==> config.mk <==
export PLATFORM = sky130hd
export DESIGN_NAME = led_code_blinker
export DESIGN_NICKNAME = d
export VERILOG_FILES = /design/src/rtl/led_code_blinker.sv
export SDC_FILE = /design/constraint.sdc
export NUM_CORES = 1
export LEC_CHECK = 0
export ABC_CLOCK_PERIOD_IN_PS = 5300
export CAP_MARGIN = 20
export CORE_MARGIN = 10
export CORE_UTILIZATION = 35
export DETAILED_ROUTE_END_ITERATION = 16
export MAX_ROUTING_LAYER = met4
export PLACE_DENSITY = 0.56
export SKIP_LAST_GASP = 1
export SLEW_MARGIN = 20
export SYNTH_ARGS = -nofsm -noshare
export SYNTH_HDL_FRONTEND = slang
export SYNTH_SLANG_ARGS = --single-unit
==> constraint.sdc <==
create_clock -name clk -period 5.3 [get_ports clk]
set_input_delay 0.53 -clock clk [delete_from_list [all_inputs] [get_ports clk]]
set_output_delay 0.53 -clock clk [all_outputs]
set_load 0.01 [all_outputs]
==> src/rtl/led_code_blinker.sv <==
// Turns a small numeric status code into an LED blink pattern: N flashes, then a long dark gap.
// The pattern can optionally repeat. Codes are handed over on a valid/ready handshake.
module led_code_blinker #(
    parameter int unsigned CODE_W  = 4,
    parameter logic [31:0] ON_CYC  = 32'd12_500_000,
    parameter logic [31:0] OFF_CYC = 32'd12_500_000,
    parameter logic [31:0] GAP_CYC = 32'd50_000_000,
    parameter logic        LED_POL = 1'b1
) (
    input  logic              clk,
    input  logic              rst,
    input  logic              code_valid,
    input  logic [CODE_W-1:0] code,
    input  logic              repeat_en,
    output logic              code_ready,
    output logic              led_out,
    output logic              busy,
    output logic              done
);

    localparam int unsigned CNT_W = 32;

    // Counter reload values; a zero-length phase is stretched to one cycle.
    localparam logic [CNT_W-1:0] ON_LD  = (ON_CYC  == 32'd0) ? 32'd0 : ON_CYC  - 32'd1;
    localparam logic [CNT_W-1:0] OFF_LD = (OFF_CYC == 32'd0) ? 32'd0 : OFF_CYC - 32'd1;
    localparam logic [CNT_W-1:0] GAP_LD = (GAP_CYC == 32'd0) ? 32'd0 : GAP_CYC - 32'd1;

    localparam logic [1:0] S_IDLE = 2'd0;
    localparam logic [1:0] S_ON   = 2'd1;
    localparam logic [1:0] S_OFF  = 2'd2;
    localparam logic [1:0] S_GAP  = 2'd3;

    logic [1:0]        state, state_nxt;
    logic [CNT_W-1:0]  cnt, cnt_nxt;
    logic [CODE_W-1:0] n_left, n_left_nxt;
    logic [CODE_W-1:0] code_q, code_q_nxt;
    logic              rep_q, rep_q_nxt;
    logic              led_nxt, busy_nxt, done_nxt;
    logic              cnt_zero;

    assign code_ready = (state == S_IDLE);
    assign cnt_zero   = (cnt == '0);

    // State, datapath and registered outputs.
    always_ff @(posedge clk) begin
        if (rst) begin
            state   <= S_IDLE;
            cnt     <= '0;
            n_left  <= '0;
            code_q  <= '0;
            rep_q   <= 1'b0;
            led_out <= ~LED_POL;
            busy    <= 1'b0;
            done    <= 1'b0;
        end else begin
            state   <= state_nxt;
            cnt     <= cnt_nxt;
            n_left  <= n_left_nxt;
            code_q  <= code_q_nxt;
            rep_q   <= rep_q_nxt;
            led_out <= led_nxt;
            busy    <= busy_nxt;
            done    <= done_nxt;
        end
    end

    // Next-state logic; outputs follow the next state so they line up with it.
    always_comb begin
        state_nxt  = state;
        cnt_nxt    = cnt;
        n_left_nxt = n_left;
        code_q_nxt = code_q;
        rep_q_nxt  = rep_q;
        done_nxt   = 1'b0;

        case (state)
            S_IDLE: begin
                if (code_valid) begin
                    code_q_nxt = code;
                    n_left_nxt = code;
                    rep_q_nxt  = repeat_en;
                    if (code != '0) begin
                        state_nxt = S_ON;
                        cnt_nxt   = ON_LD;
                    end else begin
                        state_nxt = S_GAP;
                        cnt_nxt   = GAP_LD;
                    end
                end
            end
            S_ON: begin
                if (!cnt_zero) begin
                    cnt_nxt = cnt - 32'd1;
                end else if (n_left > CODE_W'(1)) begin
                    state_nxt  = S_OFF;
                    cnt_nxt    = OFF_LD;
                    n_left_nxt = n_left - CODE_W'(1);
                end else begin
                    state_nxt = S_GAP;
                    cnt_nxt   = GAP_LD;
                end
            end
            S_OFF: begin
                if (!cnt_zero) begin
                    cnt_nxt = cnt - 32'd1;
                end else begin
                    state_nxt = S_ON;
                    cnt_nxt   = ON_LD;
                end
            end
            S_GAP: begin
                if (!cnt_zero) begin
                    cnt_nxt = cnt - 32'd1;
                end else if (rep_q && repeat_en) begin
                    // Repeat: code 0 just re-runs the gap.
                    n_left_nxt = code_q;
                    if (code_q != '0) begin
                        state_nxt = S_ON;
                        cnt_nxt   = ON_LD;
                    end else begin
                        cnt_nxt = GAP_LD;
                    end
                end else begin
                    state_nxt = S_IDLE;
                    done_nxt  = 1'b1;
                end
            end
            default: begin
                state_nxt = S_IDLE;
            end
        endcase

        led_nxt  = (state_nxt == S_ON) ? LED_POL : ~LED_POL;
        busy_nxt = (state_nxt != S_IDLE);
    end

endmodule

==> flow_metrics.tcl <==
set metrics [dict create \
    synthCells 329 \
    routedWlPerCell_um 16.6 \
    avgSynthCellArea_sq_um 7.96 \
    wl_met2_mm 3.23 \
    status "completed" \
    grt_pass1_wl_mm 11.8 \
    grt_pass1_vias 2319 \
    postCtsSetupRepairBufs 0 \
    initialDrtViolationCount 126 \
    io_pins 12 \
    cts_tree "built" \
    synthXorXnorAreaFrac_pct 3.01 \
    grt_usage_pct 13.0 \
    place_congestion 0.973 \
    die_h_um 107 \
    setup_slack_ns 1.94 \
    hold_end "code_q[1]" \
    synth_top_family_by_area "simple AND/OR/NAND/NOR gates" \
    cts_resized 0 \
    r2r-start "cnt[24]" \
    muxShareOfSynthArea_pct 0.812 \
    critPathLaunchType "flip-flop" \
    fin_crit_sh_pct 63.5 \
    cp-end-kind "flip-flop" \
    synth_compound_area_share_pct 21.3 \
    r2r_end "cnt[30]" \
    route.final.wire_length_mm 7.13 \
    core_area_sq_mm 0.00725 \
    fin_nets 344 \
    mostFrequentLayoutCells "46 x dfxtp_1, 37 x nand2_1, 33 x nor2_1" \
    synth-seq-area-share_pct 35.1 \
    die_x_um 107 \
    fmax_ghz 0.297 \
    dp_hpwl_mm 5.16 \
    gr-total-overflow 0 \
    critPathKind "flip-flop to flip-flop" \
    drcViolationCount 0 \
    syn_area_sq_mm 0.00262 \
    async_flop_share_pct 0 \
    nFillCells 759 \
    ys_ff_latch 46 \
    finalHoldViolCount 0 \
    hold_depth 2 \
    hold_path.class "flip-flop to flip-flop" \
    dieArea_sq_mm 0.0113 \
    setup_tns_ns 0 \
    synthToLayoutAreaGrowth_pct 9.17 \
    p_leak_nw 0.974 \
    r2r_cells 6 \
    synth_flop_cell "dfxtp_1" \
    diodes 0 \
    layout_commonest_cell "dfxtp_1" \
    insertion_delay_ns 0.30 \
    finalMaxSlewViolations 0 \
    synth_edf_count 0 \
    cts_htree_levels 2 \
    cp_cell_sequence "or4_4 > or4_1 > nor4_4 > or2_1 > o21ai_1 > a21oi_1" \
    io_buffer_count 11 \
    min_from "code_q[1]" \
    drt-pass1-iter-count 4 \
    power_density_mw_per_mm2 286 \
    clockBufferDepth 2 \
    clkTransAtPathRegs_ns 0.08 \
    route.met3.wl_um 283 \
    core.rowCount 31 \
    hold_buffers 0 \
    vias_per_cell 5.71 \
    crit_fanout 18 \
    antenna_found_initial 0 \
    rsz0062_at_grt "no" \
    max_slew.worst_pin.slew_ns 0.787 \
    max_stage_delay_ns 0.61 \
    antenna_left 0 \
    drive_gt1_share_pct 7.85 \
    final-setup-viol-count 0 \
    slowest_stage "or2_1" \
    synthAdderAreaFrac_pct 1.91 \
    max-vdd-ir-drop_v 0.000132 \
    cts_root_buffer "clkbuf_8" \
    synth-simple-area-share_pct 32.4 \
    grt_max_degree 28 \
    ys_warn_count 0 \
    period_minus_slack_ns 3.36 \
    cts_num_sinks 46 \
    slew_headroom_pct 47.2 \
    vias 2454 \
    dp_slack_ns 1.96 \
    max_cap_violations 0 \
    finClkSkew_ns 0.00800 \
    yosysUniqueCellTypes 55 \
    required_ns 5.52 \
    cts_made_buffers 5 \
    start_util_pct 36.1 \
    rrSetupSlack_ns 1.94 \
    wl_met1_mm 3.56 \
    arrival_ns 3.59 \
    synthesis.nets 341 \
    topRoutingLayerUsed "met4" \
]
## cell usage after synthesis (5+ instances only)
cell type	number	share of area, %
nor3_1	15	2.9
a31oi_1	5	1.2
clkbuf_1	11	1.6
inv_1	10	1.4
a21oi_1	30	5.7
xnor2_1	7	2.3
nor4_1	8	1.9
or4_1	12	3.4
dfxtp_1	46	35
a211oi_1	8	2.3
or3_1	7	1.7
nand3_1	12	2.3
nor2_1	33	4.7
o21ai_0	8	1.5
nand2_1	37	5.3
## power by group
part | leakage, nW | total, mW | switching, mW | internal (mW)
clock network | 0.0431 | 0.218 | 0.117 | 0.101
logic | 0.552 | 0.197 | 0.119 | 0.0780
registers | 0.379 | 0.402 | 0.0305 | 0.371
## stage by stage
step / cells / area (sq um) / total power [mW] / hold slack, ns / util, %
CTS: 430 / 2860 / 0.823 / 0.478 / 39.4
floorplan: 329 / 2620 / 0.551 / 0.442 / -
global route: 430 / 2860 / 0.862 / 0.505 / 39.4
global placement: 424 / 2780 / 0.604 / 0.460 / 38.3
detailed placement: 424 / 2780 / 0.605 / 0.464 / 38.3
finish: 430 / 2860 / 0.817 / 0.477 / 39.4
## worst max-delay path by stage
stage | start | slack (ns) | depth (start not counted) | endpoint
after global routing | cnt[24] | 1.67 | 6 | cnt[16]
final | cnt[24] | 1.94 | 6 | cnt[30]
after floorplan | cnt[24] | 2.64 | 7 | n_left[3]
after CTS | cnt[24] | 1.95 | 6 | cnt[30]
after global placement | cnt[24] | 2.05 | 6 | cnt[26]
after detailed placement | cnt[24] | 1.96 | 6 | cnt[28]
## routing by layer
| metal | global-route usage, % | up-vias |
|---|---|---|
| met5 | - | - |
| met4 | 3.68 | 0 |
| met3 | 2.05 | 4 |
| met2 | 20.0 | 55 |
| met1 | 17.3 | 1166 |
| li1 | - | 1229 |
## final cells by class
class	count	area, sq um	area share (%)
inverter	12	45.0	1.57
sequential	46	921	32.2
clock buffer	6	82.6	2.89
timing repair buffer	14	133	4.64
tap	99	124	4.33
multi-input combinational	253	1560	54.4
## cell families (layout without fill, tap and decap cells)
logic type | Yosys count | count (layout)
flip-flops | 46 | 46
multiplexers | 2 | 2
adder cells (fa/ha/maj) | 4 | 4
buffers and inverters | 30 | 32
AND/OR/NAND/NOR | 154 | 154
XOR/XNOR | 9 | 9
AO/OA/AOI/OAI | 84 | 84
## state kept, by name, indices dropped and copies added (netlist names)
register	count
done	1
state	2
led_out	1
rep_q	1
busy	1
code_q	4
n_left	4
cnt	32
## critical path, delay by kind of cell (launching register included)
family / cells / cell delay, ns
and+or+nand+nor: 4 / 2.29
AOI/OAI and AO/OA: 2 / 0.63
DFF: 1 / 0.37
No activity file was read; power rests on OpenSTA's default activity.
==> RTL edit, RTL diff (same settings) <==
Reset style: asynchronous (`rst`), changed in one clocked block.
--- a/src/rtl/led_code_blinker.sv
+++ b/src/rtl/led_code_blinker.sv
@@ -42,7 +42,7 @@
     assign cnt_zero   = (cnt == '0);
 
     // State, datapath and registered outputs.
-    always_ff @(posedge clk) begin
+    always_ff @(posedge clk or posedge rst) begin
         if (rst) begin
             state   <= S_IDLE;
             cnt     <= '0;
Check against the original RTL: differs if rst is asserted again (counterexample within 4 cycles, from zero or initial values and one cycle with rst high); with rst held inactive, the same outputs for 10 cycles.
==> RTL edit against the original RTL <==
- worst setup slack better by 0.55 ns
- wire length down 6.3%
- synthesized area grew 4.9%
- critical path depth grew 1
- design area increased by 6.1%
- sequential cell count is the same
- utilization barely moved
- critical path type unchanged
Power is not compared: it rests on default switching activity, and its combinational part moved more than twofold at a synthesized area within 25%.
==> RTL edit: results (changes against the original RTL) <==
| Metric | Value |
|---|---|
| Clock Skews | 0.00780 ns (was 0.00800 ns) |
| Crit path DAT | 2.97 ns (was 3.59 ns) |
| Dominant cells by area after synthesis | dfrtp_1 (42%), o21ai_0 (7.1%), a21oi_1 (4.4%), nand2_1 (4.4%), nor2_1 (3.8%) (was dfxtp_1 (35%), a21oi_1 (5.7%), nand2_1 (5.3%), nor2_1 (4.7%), or4_1 (3.4%)) |
| Post-layout instance count excluding filler cells | 424 (was 430) |
| Most used DFF post-synth | dfrtp_1 (was dfxtp_1) |
| # fillers | 815 (was 759) |
| CTS Buf Count | 5 (unchanged) |
| Clock Tree Root | clkbuf_8 (unchanged) |
| HPWL after DPL | 4680 um (was 5160 um) |
| CTS resizes | 0 (unchanged) |
| Pre-antenna DRT Iters | 4 (unchanged) |
| Buffers on Ports | 11 (unchanged) |
| Top Registers | cnt: 32 flops, code_q: 4 flops, n_left: 4 flops (unchanged) |
| Peak Freq | 356 MHz (was 297 MHz) |
| Largest net degree at the start of global routing | 47 (was 28) |
| Xor/xnor share of the synthesized area | 1.91% (was 3.01%) |
| Synth Area in Compound Gates | 22.3% (was 21.3%) |
| GP Congestion | 0.800 (was 0.973) |
| Initial antenna violation count | 0 (unchanged) |
| First-pass GRT wire length | 11400 um (was 11800 um) |
| Reg2reg setup slack | 2.49 ns (was 1.94 ns) |
| Synth Warn # | 0 (unchanged) |
| DR WL/cell | 15.8 um (was 16.6 um) |
| Clock buffer depth | 2 (unchanged) |
| Least-Margin Pin Slew | 0.903 ns (was 0.787 ns) |
| Clock Latency Late Sink | 0.31 ns |
| Distinct cells, synth | 53 (was 55) |
| Most frequent cells after synthesis | dfrtp_1 (46), o21ai_0 (39), nand2_1 (32) (was dfxtp_1 (46), nand2_1 (37), nor2_1 (33)) |
| Mapped Nets | 329 (was 341) |
| Via count | 2436 (was 2454) |
| Vias in the first global route | 2292 (was 2319) |
| Post-synthesis adder-cell area fraction | 1.82% (was 1.91%) |
| Final Setup Violations | 0 (unchanged) |
| Cell count after synthesis | 317 (was 329) |
| Hold_ws | 0.495 ns (was 0.477 ns) |
| Post-synthesis sequential area ratio | 41.9% (was 35.1%) |
| Initial drt markers | 149 (was 126) |
| GRT Total Usage | 12.1% (was 13.0%) |
| Status | finished clean (unchanged) |
| Async SR Flop Fraction | 100% (was 0%) |
| Hold_sp | cnt[31] (was code_q[1]) |
| Setup crit start | cnt[19] (was cnt[24]) |
| Hold Path Class | reg2reg (unchanged) |
| Maximum vdd drop | a little over 0.00009 V |
| Worst path max stage delay | 0.54 ns (was 0.61 ns) |
| Static Leak | between 1 and 1.5 nW |
| Crit Path Max Fanout | 18 (unchanged) |
| # diodes | 0 (unchanged) |
| Mux share of post-synthesis cell area | 2.73% (was 0.812%) |
| Layout cell share with drive strength beyond 1 | 8.39% (was 7.85%) |
| Slowest-stage cell, CP | or3_4 (was or2_1) |
| Setup Buffers After CTS | 0 (unchanged) |
## RTL edit: cell families after synthesis
family / Yosys count
and+or+nand+nor: 130
AOI/OAI and AO/OA: 100
DFF: 46
buffers and inverters: 24
muxes: 7
xor gates and xnor gates: 6
adders and majority gates: 4
## RTL edit: power by group
group | switching, mW | internal [mW] | leakage [nW] | total, mW
clock network | 0.128 | 0.141 | 0.0514 | 0.269
registers | 0.00328 | 0.352 | 0.533 | 0.355
logic | 0.0135 | 0.00841 | 0.539 | 0.0219
total | 0.145 | 0.501 | 1.12 | 0.646
## RTL edit: worst paths after layout
path	end	cells past startpoint
worst max-delay path	cnt[20]	7
max in group asynchronous	cnt[16]	2
worst min register to register	cnt[31]	1
worst min-delay path	cnt[31]	1
min in group asynchronous	code_q[3]	2
worst max register to register	cnt[20]	7
## RTL edit: final cells by class
| type | instances | area share [%] |
|---|---|---|
| Clock buffer | 6 | 2.39 |
| Clock inverter | 2 | 1.24 |
| Multi-Input combinational cell | 247 | 49.1 |
| Sequential cell | 46 | 37.9 |
| Inverter | 9 | 1.24 |
| Timing Repair Buffer | 12 | 3.88 |
| Tap cell | 102 | 4.21 |
## RTL edit: stage by stage
stage	instance area (um2)	power (mW)
CTS	3030	0.652
finish	3030	0.646
detailed placement	2920	0.385
global route	3030	0.671
floorplan	2750	0.374
global placement	2920	0.385
## RTL edit: metal layers
layer	wire (um)	GRT usage [%]
met1	3180	15.4
met4	84	3.20
met2	3230	19.6
met5	0	-
met3	183	1.96
## RTL edit: worst reg2reg max path, delay by kind of cell (launching register included)
family	cells	cell delay, ns
compound gates	3	0.68
simple gates	3	1.30
buf+inv	1	0.21
flops	1	0.47
